===== src/rtl/feature_mem_loader_pkg.sv =====
// rtl/feature_mem_loader_pkg.sv - shared loader geometry defaults and FSM encoding
package feature_mem_loader_pkg;

  localparam int DEF_TN             = 4;
  localparam int DEF_KERNEL_SIZE    = 3;
  localparam int DEF_DATA_BUS_WIDTH = 32;

  // Encoding is shared with the read-side controller, so values are pinned.
  typedef enum logic [1:0] {
    LDR_IDLE   = 2'd0,
    LDR_LOAD   = 2'd1,
    LDR_FINISH = 2'd2
  } ldr_state_t;

endpackage


===== src/rtl/feature_mem_loader_addr_gen.sv =====
// rtl/feature_mem_loader_addr_gen.sv - group/line counters for the feature memory write side
module loader_addr_gen
  import feature_mem_loader_pkg::*;
#(
  parameter int Tn          = DEF_TN,
  parameter int KERNEL_SIZE = DEF_KERNEL_SIZE
) (
  input  logic       clk,
  input  logic       rst,
  input  logic       load,
  input  logic       mode,
  input  logic [3:0] line_sel,
  input  logic       step,
  output logic [3:0] group,
  output logic [3:0] line,
  output logic       last
);

  localparam logic [3:0] LAST_GROUP = 4'(Tn - 1);
  localparam logic [3:0] LAST_LINE  = 4'(KERNEL_SIZE - 1);

  logic mode_q;

  assign last = (group == LAST_GROUP) && (mode_q || (line == LAST_LINE));

  // Indices always describe the beat about to be accepted; the final beat does not advance them.
  always_ff @(posedge clk or negedge rst) begin
    if (!rst) begin
      group  <= '0;
      line   <= '0;
      mode_q <= 1'b0;
    end else if (load) begin
      group  <= '0;
      line   <= mode ? line_sel : 4'd0;
      mode_q <= mode;
    end else if (step && !last) begin
      if (mode_q) begin
        group <= group + 4'd1;
      end else if (line == LAST_LINE) begin
        line  <= '0;
        group <= group + 4'd1;
      end else begin
        line <= line + 4'd1;
      end
    end
  end

endmodule


===== src/rtl/feature_mem_loader.sv =====
// rtl/feature_mem_loader.sv - stream-to-feature-memory write sequencer; optional FEATURE_LOADER_STALL_CNT_EN
module feature_mem_loader
  import feature_mem_loader_pkg::*;
#(
  parameter int Tn             = DEF_TN,
  parameter int KERNEL_SIZE    = DEF_KERNEL_SIZE,
  parameter int DATA_BUS_WIDTH = DEF_DATA_BUS_WIDTH
) (
  input  logic                      clk,
  input  logic                      rst,
  input  logic                      start,
  input  logic                      mode,
  input  logic [3:0]                line_sel,
  input  logic [DATA_BUS_WIDTH-1:0] s_data,
  input  logic                      s_valid,
  output logic                      s_ready,
  output logic                      wr_en,
  output logic [3:0]                wr_mem_group,
  output logic [3:0]                wr_mem_line,
  output logic [DATA_BUS_WIDTH-1:0] o_port,
  output logic                      busy,
  output logic                      done,
  output logic                      err,
  output logic [15:0]               stall_cnt
);

  localparam logic [4:0] K_LINES = 5'(KERNEL_SIZE);

  ldr_state_t state, state_nxt;
  logic       accept, start_ok, bad_line;
  logic       busy_nxt, done_nxt, err_nxt;
  logic [3:0] cur_group, cur_line;
  logic       last_beat;

  assign bad_line = mode && ({1'b0, line_sel} >= K_LINES);
  assign accept   = s_valid && s_ready;

  always_ff @(posedge clk or negedge rst) begin
    if (!rst) state <= LDR_IDLE;
    else      state <= state_nxt;
  end

  always_comb begin
    state_nxt = state;
    case (state)
      LDR_IDLE:   if (start && !bad_line) state_nxt = LDR_LOAD;
      LDR_LOAD:   if (accept && last_beat) state_nxt = LDR_FINISH;
      LDR_FINISH: state_nxt = LDR_IDLE;
      default:    state_nxt = LDR_IDLE;
    endcase
  end

  always_comb begin
    s_ready  = (state == LDR_LOAD);
    start_ok = (state == LDR_IDLE) && start && !bad_line;
    err_nxt  = (state == LDR_IDLE) && start && bad_line;
    done_nxt = (state == LDR_FINISH);
    busy_nxt = (state == LDR_IDLE) ? start_ok : (state == LDR_LOAD);
  end

  always_ff @(posedge clk or negedge rst) begin
    if (!rst) begin
      busy <= 1'b0;
      done <= 1'b0;
      err  <= 1'b0;
    end else begin
      busy <= busy_nxt;
      done <= done_nxt;
      err  <= err_nxt;
    end
  end

  loader_addr_gen #(
    .Tn          (Tn),
    .KERNEL_SIZE (KERNEL_SIZE)
  ) u_addr_gen (
    .clk      (clk),
    .rst      (rst),
    .load     (start_ok),
    .mode     (mode),
    .line_sel (line_sel),
    .step     (accept),
    .group    (cur_group),
    .line     (cur_line),
    .last     (last_beat)
  );

  // Group/line hold across idle cycles so the memory sees stable addresses.
  always_ff @(posedge clk or negedge rst) begin
    if (!rst) begin
      wr_en        <= 1'b0;
      wr_mem_group <= '0;
      wr_mem_line  <= '0;
      o_port       <= '0;
    end else begin
      wr_en  <= accept;
      o_port <= accept ? s_data : '0;
      if (accept) begin
        wr_mem_group <= cur_group;
        wr_mem_line  <= cur_line;
      end
    end
  end

`ifdef FEATURE_LOADER_STALL_CNT_EN
  always_ff @(posedge clk or negedge rst) begin
    if (!rst) begin
      stall_cnt <= '0;
    end else if (start_ok) begin
      stall_cnt <= '0;
    end else if ((state == LDR_LOAD) && !s_valid && (stall_cnt != 16'hFFFF)) begin
      stall_cnt <= stall_cnt + 16'd1;
    end
  end
`else
  assign stall_cnt = 16'd0;
`endif

endmodule


===== config.mk =====
export PLATFORM = sky130hd
export DESIGN_NAME = feature_mem_loader
export DESIGN_NICKNAME = d
export VERILOG_FILES = /design/src/rtl/feature_mem_loader_pkg.sv /design/src/rtl/feature_mem_loader_addr_gen.sv /design/src/rtl/feature_mem_loader.sv
export SDC_FILE = /design/constraint.sdc
export NUM_CORES = 1
export LEC_CHECK = 0
export CAP_MARGIN = 20
export CORE_ASPECT_RATIO = 1.5
export CORE_MARGIN = 2
export CORE_UTILIZATION = 44
export CTS_CLUSTER_SIZE = 8
export DETAILED_ROUTE_END_ITERATION = 7
export GPL_TIMING_DRIVEN = 0
export PLACE_DENSITY_LB_ADDON = 0.05
export SYNTH_ARGS = -nofsm -noshare
export SYNTH_HDL_FRONTEND = slang
export SYNTH_SLANG_ARGS = --single-unit
export TNS_END_PERCENT = 1

===== constraint.sdc =====
create_clock -name clk -period 2.4 [get_ports clk]
set_input_delay 0.48 -clock clk [delete_from_list [all_inputs] [get_ports clk]]
set_output_delay 0.48 -clock clk [all_outputs]
set_load 0.02 [all_outputs]

Yosys cells after proc, flatten, opt, wreduce, memory -nomap -nowiden
Cells that the tools add are included.

storage, ports and cells
  bits in latches = 0
  bits of input ports = 41
  register bits = 55
  ROM bits = 0
  memory bits (writable) = 0
  output and inout bits = 61
  logic and storage cells = 53
  memories kept = 0

cells by class
  muxes and demuxes = 14
  div/mod/pow operators = 0
  bitwise gates (word level) = 0
  shift operators = 0
  reduce and logical (&&, ||, !) cells = 18
  eq/ne operators = 7
  $lt $le $gt $ge = 1
  multiply operators = 0
  add/subtract/negate cells = 2

operators by type and width
  cell                                                               count
  2-to-1 mux 4 bit                                                   9
  2-to-1 mux 32 bit                                                  1
  logical AND 1 bit                                                  9
  adder 4 x 1 -> 4 bit, second input constant                        2
  equality test 4 x 2 -> 1 bit, second input constant                2
  AND reduction 2 bit                                                3
  greater-or-equal comparator 4 x 2 -> 1 bit, second input constant  1
  2-to-1 mux 2 bit                                                   2
  inequality test 2 bit, second input constant                       2
  case mux 2 bit (2 select lines)                                    1
  nonzero test 3 bit                                                 1
  equality test 2 x 1 -> 1 bit, second input constant                1
  equality test 2 bit, second input constant                         1
  logical NOT 1 bit                                                  2
  logical NOT 2 bit                                                  1
  inequality test 2 x 1 -> 1 bit, second input constant              1
  nonzero test 2 bit                                                 1
  logical OR 1 bit                                                   1
  2-to-1 mux 1 bit                                                   1

Longest topological paths before layout
  word-level depth = 7
  depth in mapped cells = 6
  depth with buffers taken out = 5

Modules after synthesis
Synthesis repeated with hierarchy kept, for this count alone.

unflattened totals
  cell total of the unflattened synthesis = 181
  area total of the unflattened synthesis = 2260.9 µm²

by module, submodules not included
  module              sequential area each (µm²)  area an instance (µm²)  cells an instance  times used
  feature_mem_loader  1151.1                      1717.9                  122                1
  loader_addr_gen     225.2                       543.0                   59                 1

Worst setup path before layout
Ideal clock, no wire load.

  kind = reg2reg
  start = register u_addr_gen.group[0]
  end = register u_addr_gen.group[3]
  setup time = 0.124 ns
  required time = 2.276 ns
  slack = 0.786 ns
  buffers on the path = 0
  stages on the path, launching flop included = 6
  data arrival time = 1.490 ns
  period minus slack after synthesis = 1.614 ns
  cell sequence = dfrtp_1 > ha_1 > or3b_1 > o2111a_2 > and3_1 > a211o_1

on the way
  longest elaborated chain between the ends = 6
  elaborated cells between the ends (all ways) = 11
  classes of those cells = add/sub (1); eq/ne (1); mux (4); reduce/logical (5)

RTL lines
  element                                                       line                               text
  start, declared                                               feature_mem_loader_addr_gen.sv:14  output logic [3:0] group,
  start signal, assigned                                        feature_mem_loader_addr_gen.sv:38  group <= group + 4'd1;
  start signal, assigned                                        feature_mem_loader_addr_gen.sv:41  group <= group + 4'd1;
  branches (longest 6 deep; another with adder 4 x 1 -> 4 bit)  -

Several ways; the timed one is not identified. The select of a mux whose other input is x is not followed.
A chain may end at the register's enable or synchronous reset.

Worst setup path in the final report
  start = register state[1]
  end = output port s_ready

on the way
  longest elaborated chain between the ends = 1

RTL lines
  element                       line                      text
  start, declared               feature_mem_loader.sv:29  ldr_state_t state, state_nxt;
  start signal, assigned        feature_mem_loader.sv:40  else state <= state_nxt;
  equality test 2 x 1 -> 1 bit  feature_mem_loader.sv:54  s_ready = (state == LDR_LOAD);
  end, declared                 feature_mem_loader.sv:16  output logic s_ready,

Every way passes these cells.

==> summary.txt <==
Run status
  – Status: finished, final reports clean

Global route
  – Total track usage: 18.66%
  – Pin count of the biggest net entering global routing: 33
  – Number of global-route vias before repair: 1702
  – Initial antenna violation count: 0
  – First-pass GRT wire length: 7.914 mm
  – Gr ovfl total: 0

Routing
  – Vias per Instance: 4.638
  – Routed vias: 1665
  – DR pass1 iterations: 4
  – Routed WL: 4.767 mm
  – DRC: 0
  – Avg WL per Cell: 13.28 um
  – Antenna Nets Post-Route: 0
  – Starting DRC count in detailed routing: 46

Worst setup path
  – Critical Path RT: 1.92 ns
  – Worst setup path startpoint: state[1]$_DFFE_PN0P_
  – Slowest cell on crit path: clkdlybuf4s50_1
  – Crit path launch type: flip-flop
  – Reg2Reg Setup Slack: 0.68 ns
  – CP Max Fanout: 19
  – Critical path class: reg2out
  – Reg2reg start: u_addr_gen.group[1]$_DFFE_PN0P_
  – Worst EP arrival: 1.78 ns
  – Crit. End Element: primary output
  – Sequence of cells on the critical path: nor2b_1, buf_2, clkdlybuf4s50_1
  – CP max stage delay: 0.66 ns

CTS
  – Clock Tree Buf Depth: 2
  – Clock Pin Slew Worst Setup and Hold Paths: 0.10 ns
  – Post-CTS sizing: 0
  – Post-CTS setup buffers: 0
  – CTS tree: done
  – CTS buffer count: 5
  – # clock sinks: 55
  – Worst-skew pair later-pin latency: 0.30 ns
  – CTS HTree Levels: 2
  – Hold-fix buffers, CTS: 0
  – Root buffer cell: clkbuf_8

Floorplanning
  – Top Ports: 102
  – Die height: 90.42 um
  – Starting Density: 45.55%
  – Core ar.: 4810 sq um
  – Rows: 31
  – Die area: 5571 sq um
  – Die X: 61.62 um

Synthesis
  – Unique masters post-synth: 32
  – Cells after Synth: 186
  – Register bit total from synthesis: 55
  – Synthesized area per cell: 11.78 sq um
  – Post-synthesis sequential area ratio: 62.82%
  – Syn Std Cell Area: 2191 sq um
  – Yosys warns: 0

Finish
  – Syn-to-layout area delta: 49.74%
  – Final Non-Filler Cells: 359
  – Share of cells above drive strength 1: 13.31%
  – Fin nets: 334
  – N_diodes: 0

Place
  – Post-place setup slack: 0.1638 ns
  – Placed cells: 352
  – IO Port Bufs: 84
  – DP HPWL: 3.635 mm
  – RePlAce Congestion: 0.7539

STA
  – # setup viols final: 0
  – Slew Viols, Final: 0
  – Final min period: 2.259 ns
  – Worst-Margin Slew: 0.5522 ns
  – Final Skew: 0.006214 ns
  – Final hold violation count: 0
  – WHS: 0.1458 ns
  – Tcrit/Tclk final: 94.14%
  – FMAX: 0.4426 GHz
  – Setup_tns: 0 ns
  – Unrepaired setup endpoints after global routing: false
  – Post-route setup slack: 0.1407 ns
  – Worst slew margin: 63.19%

Power and ir drop
  – Leak: 0.001633 uW
  – VDD IR max: 626.6 uV
  – Post-route total power: 3035 uW
  – P per Cell Area: 925.2 nW/um^2

Min path
  – Min-Delay Path Class: in2async

Flow run
  – Max Cap Violations: 0
## path summary, 6_finish.rpt
path | endpoint | depth (start not counted)
max in group asynchronous | u_addr_gen.line[1]$_DFFE_PN0P_ | 2
max reg2reg | u_addr_gen.group[3]$_DFFE_PN0P_ | 5
min reg2reg | done$_DFF_PN0_ | 1
min | o_port[10]$_DFF_PN0_ | 1
min in group clk | done$_DFF_PN0_ | 1
max | s_ready | 3
## cell type report
class,instances,area (sq um)
well taps,66,82.58
plain buffers,25,166.4
fillers,413,1529
multi-input cells,119,696.9
clock inverters,2,16.27
clock buffers,6,82.58
inverters,1,3.754
flip-flops and latches,55,1376
repair buffers,85,855.8
## layout by cell type (no fill, tap or decap), types with 2 or more instances in the layout
cell type	synthesis	routed
nor2b_1	3	3
xor2_1	2	2
mux2_2	2	2
a211o_1	2	2
nand3_1	3	3
clkbuf_8	0	6
dfrtp_1	55	55
buf_2	1	2
nor3b_1	2	2
conb_1	1	16
buf_4	17	17
or3b_1	2	2
nand2_1	27	27
clkbuf_1	7	6
nor2_1	6	6
and3_1	34	34
a22o_2	2	2
or2_2	2	2
clkdlybuf4s50_1	0	83
a21oi_1	4	4
## cell families (layout without fill, tap and decap cells)
kind of cell | after synthesis | count (layout) | synth area share, %
compound gates | 13 | 13 | 4.684
xor+xnor | 2 | 2 | 0.7997
fa+ha+maj | 1 | 1 | 0.5710
buf+inv | 27 | 119 | 7.938
flops | 55 | 55 | 62.82
mux | 3 | 3 | 1.485
other cells | 1 | 16 | 0.1712
simple gates | 84 | 84 | 21.53
## layer usage
metal	up-vias	share of wire [%]	GRT usage, %
met5	-	0	0
met4	0	1.8	6.206
met3	9	5.8	3.868
met2	54	54	31.93
met1	796	38	22.37
li1	806	-	-
## per-stage QoR
step	cell area [sq um]	util (%)
finish	3281	68.21
floorplan	2247	-
global route	3281	68.21
CTS	3281	68.21
detailed placement	3186	66.23
global placement	3171	65.92
## state kept, by name, indices dropped and copies added (netlist names)
name,cells
o_port,32
wr_mem_line,4
wr_mem_group,4
u_addr_gen.mode_q,1
busy,1
wr_en,1
u_addr_gen.line,4
u_addr_gen.group,4
err,1
state,2
done,1
## power breakdown
group / internal [uW] / switching, uW / leakage (uW)
Sequential: 1140 / 141 / 0.000718
Combinational: 602 / 613 / 0.000867
Clock: 236 / 299 / 0.0000474
Total: 1980 / 1050 / 0.00163
## worst max-delay path, delay by kind of cell (launching register included)
family | cells | cell delay, ns
buffers and inverters | 2 | 0.95
DFF | 1 | 0.41
and+or+nand+nor | 1 | 0.11
## Yosys cell counts
| cell | instances | share of area (%) |
|---|---|---|
| dfrtp_1 | 55 | 63 |
| buf_2 | 1 | 0.23 |
| a211oi_1 | 1 | 0.34 |
| nor2_1 | 6 | 1.0 |
| clkbuf_1 | 7 | 1.2 |
| o2111a_2 | 1 | 0.57 |
| mux2_2 | 2 | 1.0 |
| or3b_1 | 2 | 0.80 |
| o211ai_1 | 1 | 0.34 |
| a211o_1 | 2 | 0.80 |
| a21o_1 | 1 | 0.34 |
| nor4b_4 | 1 | 1.1 |
| buf_6 | 1 | 0.51 |
| xor2_1 | 2 | 0.80 |
| a21oi_1 | 4 | 0.91 |
| or2_2 | 2 | 0.57 |
| clkinv_1 | 1 | 0.17 |
| and4bb_2 | 1 | 0.57 |
| nor3b_1 | 2 | 0.69 |
| nand4_1 | 1 | 0.29 |
| mux2i_1 | 1 | 0.46 |
| a32o_1 | 1 | 0.46 |
| a22o_2 | 2 | 0.91 |
| and2b_2 | 1 | 0.40 |
| nor2b_1 | 3 | 0.86 |
| nand2_1 | 27 | 4.6 |
| ha_1 | 1 | 0.57 |
| nor3_1 | 1 | 0.23 |
| and3_1 | 34 | 9.7 |
| buf_4 | 17 | 5.8 |
| nand3_1 | 3 | 0.69 |
| conb_1 | 1 | 0.17 |
Note: power is estimated with default switching activity, not from simulation.
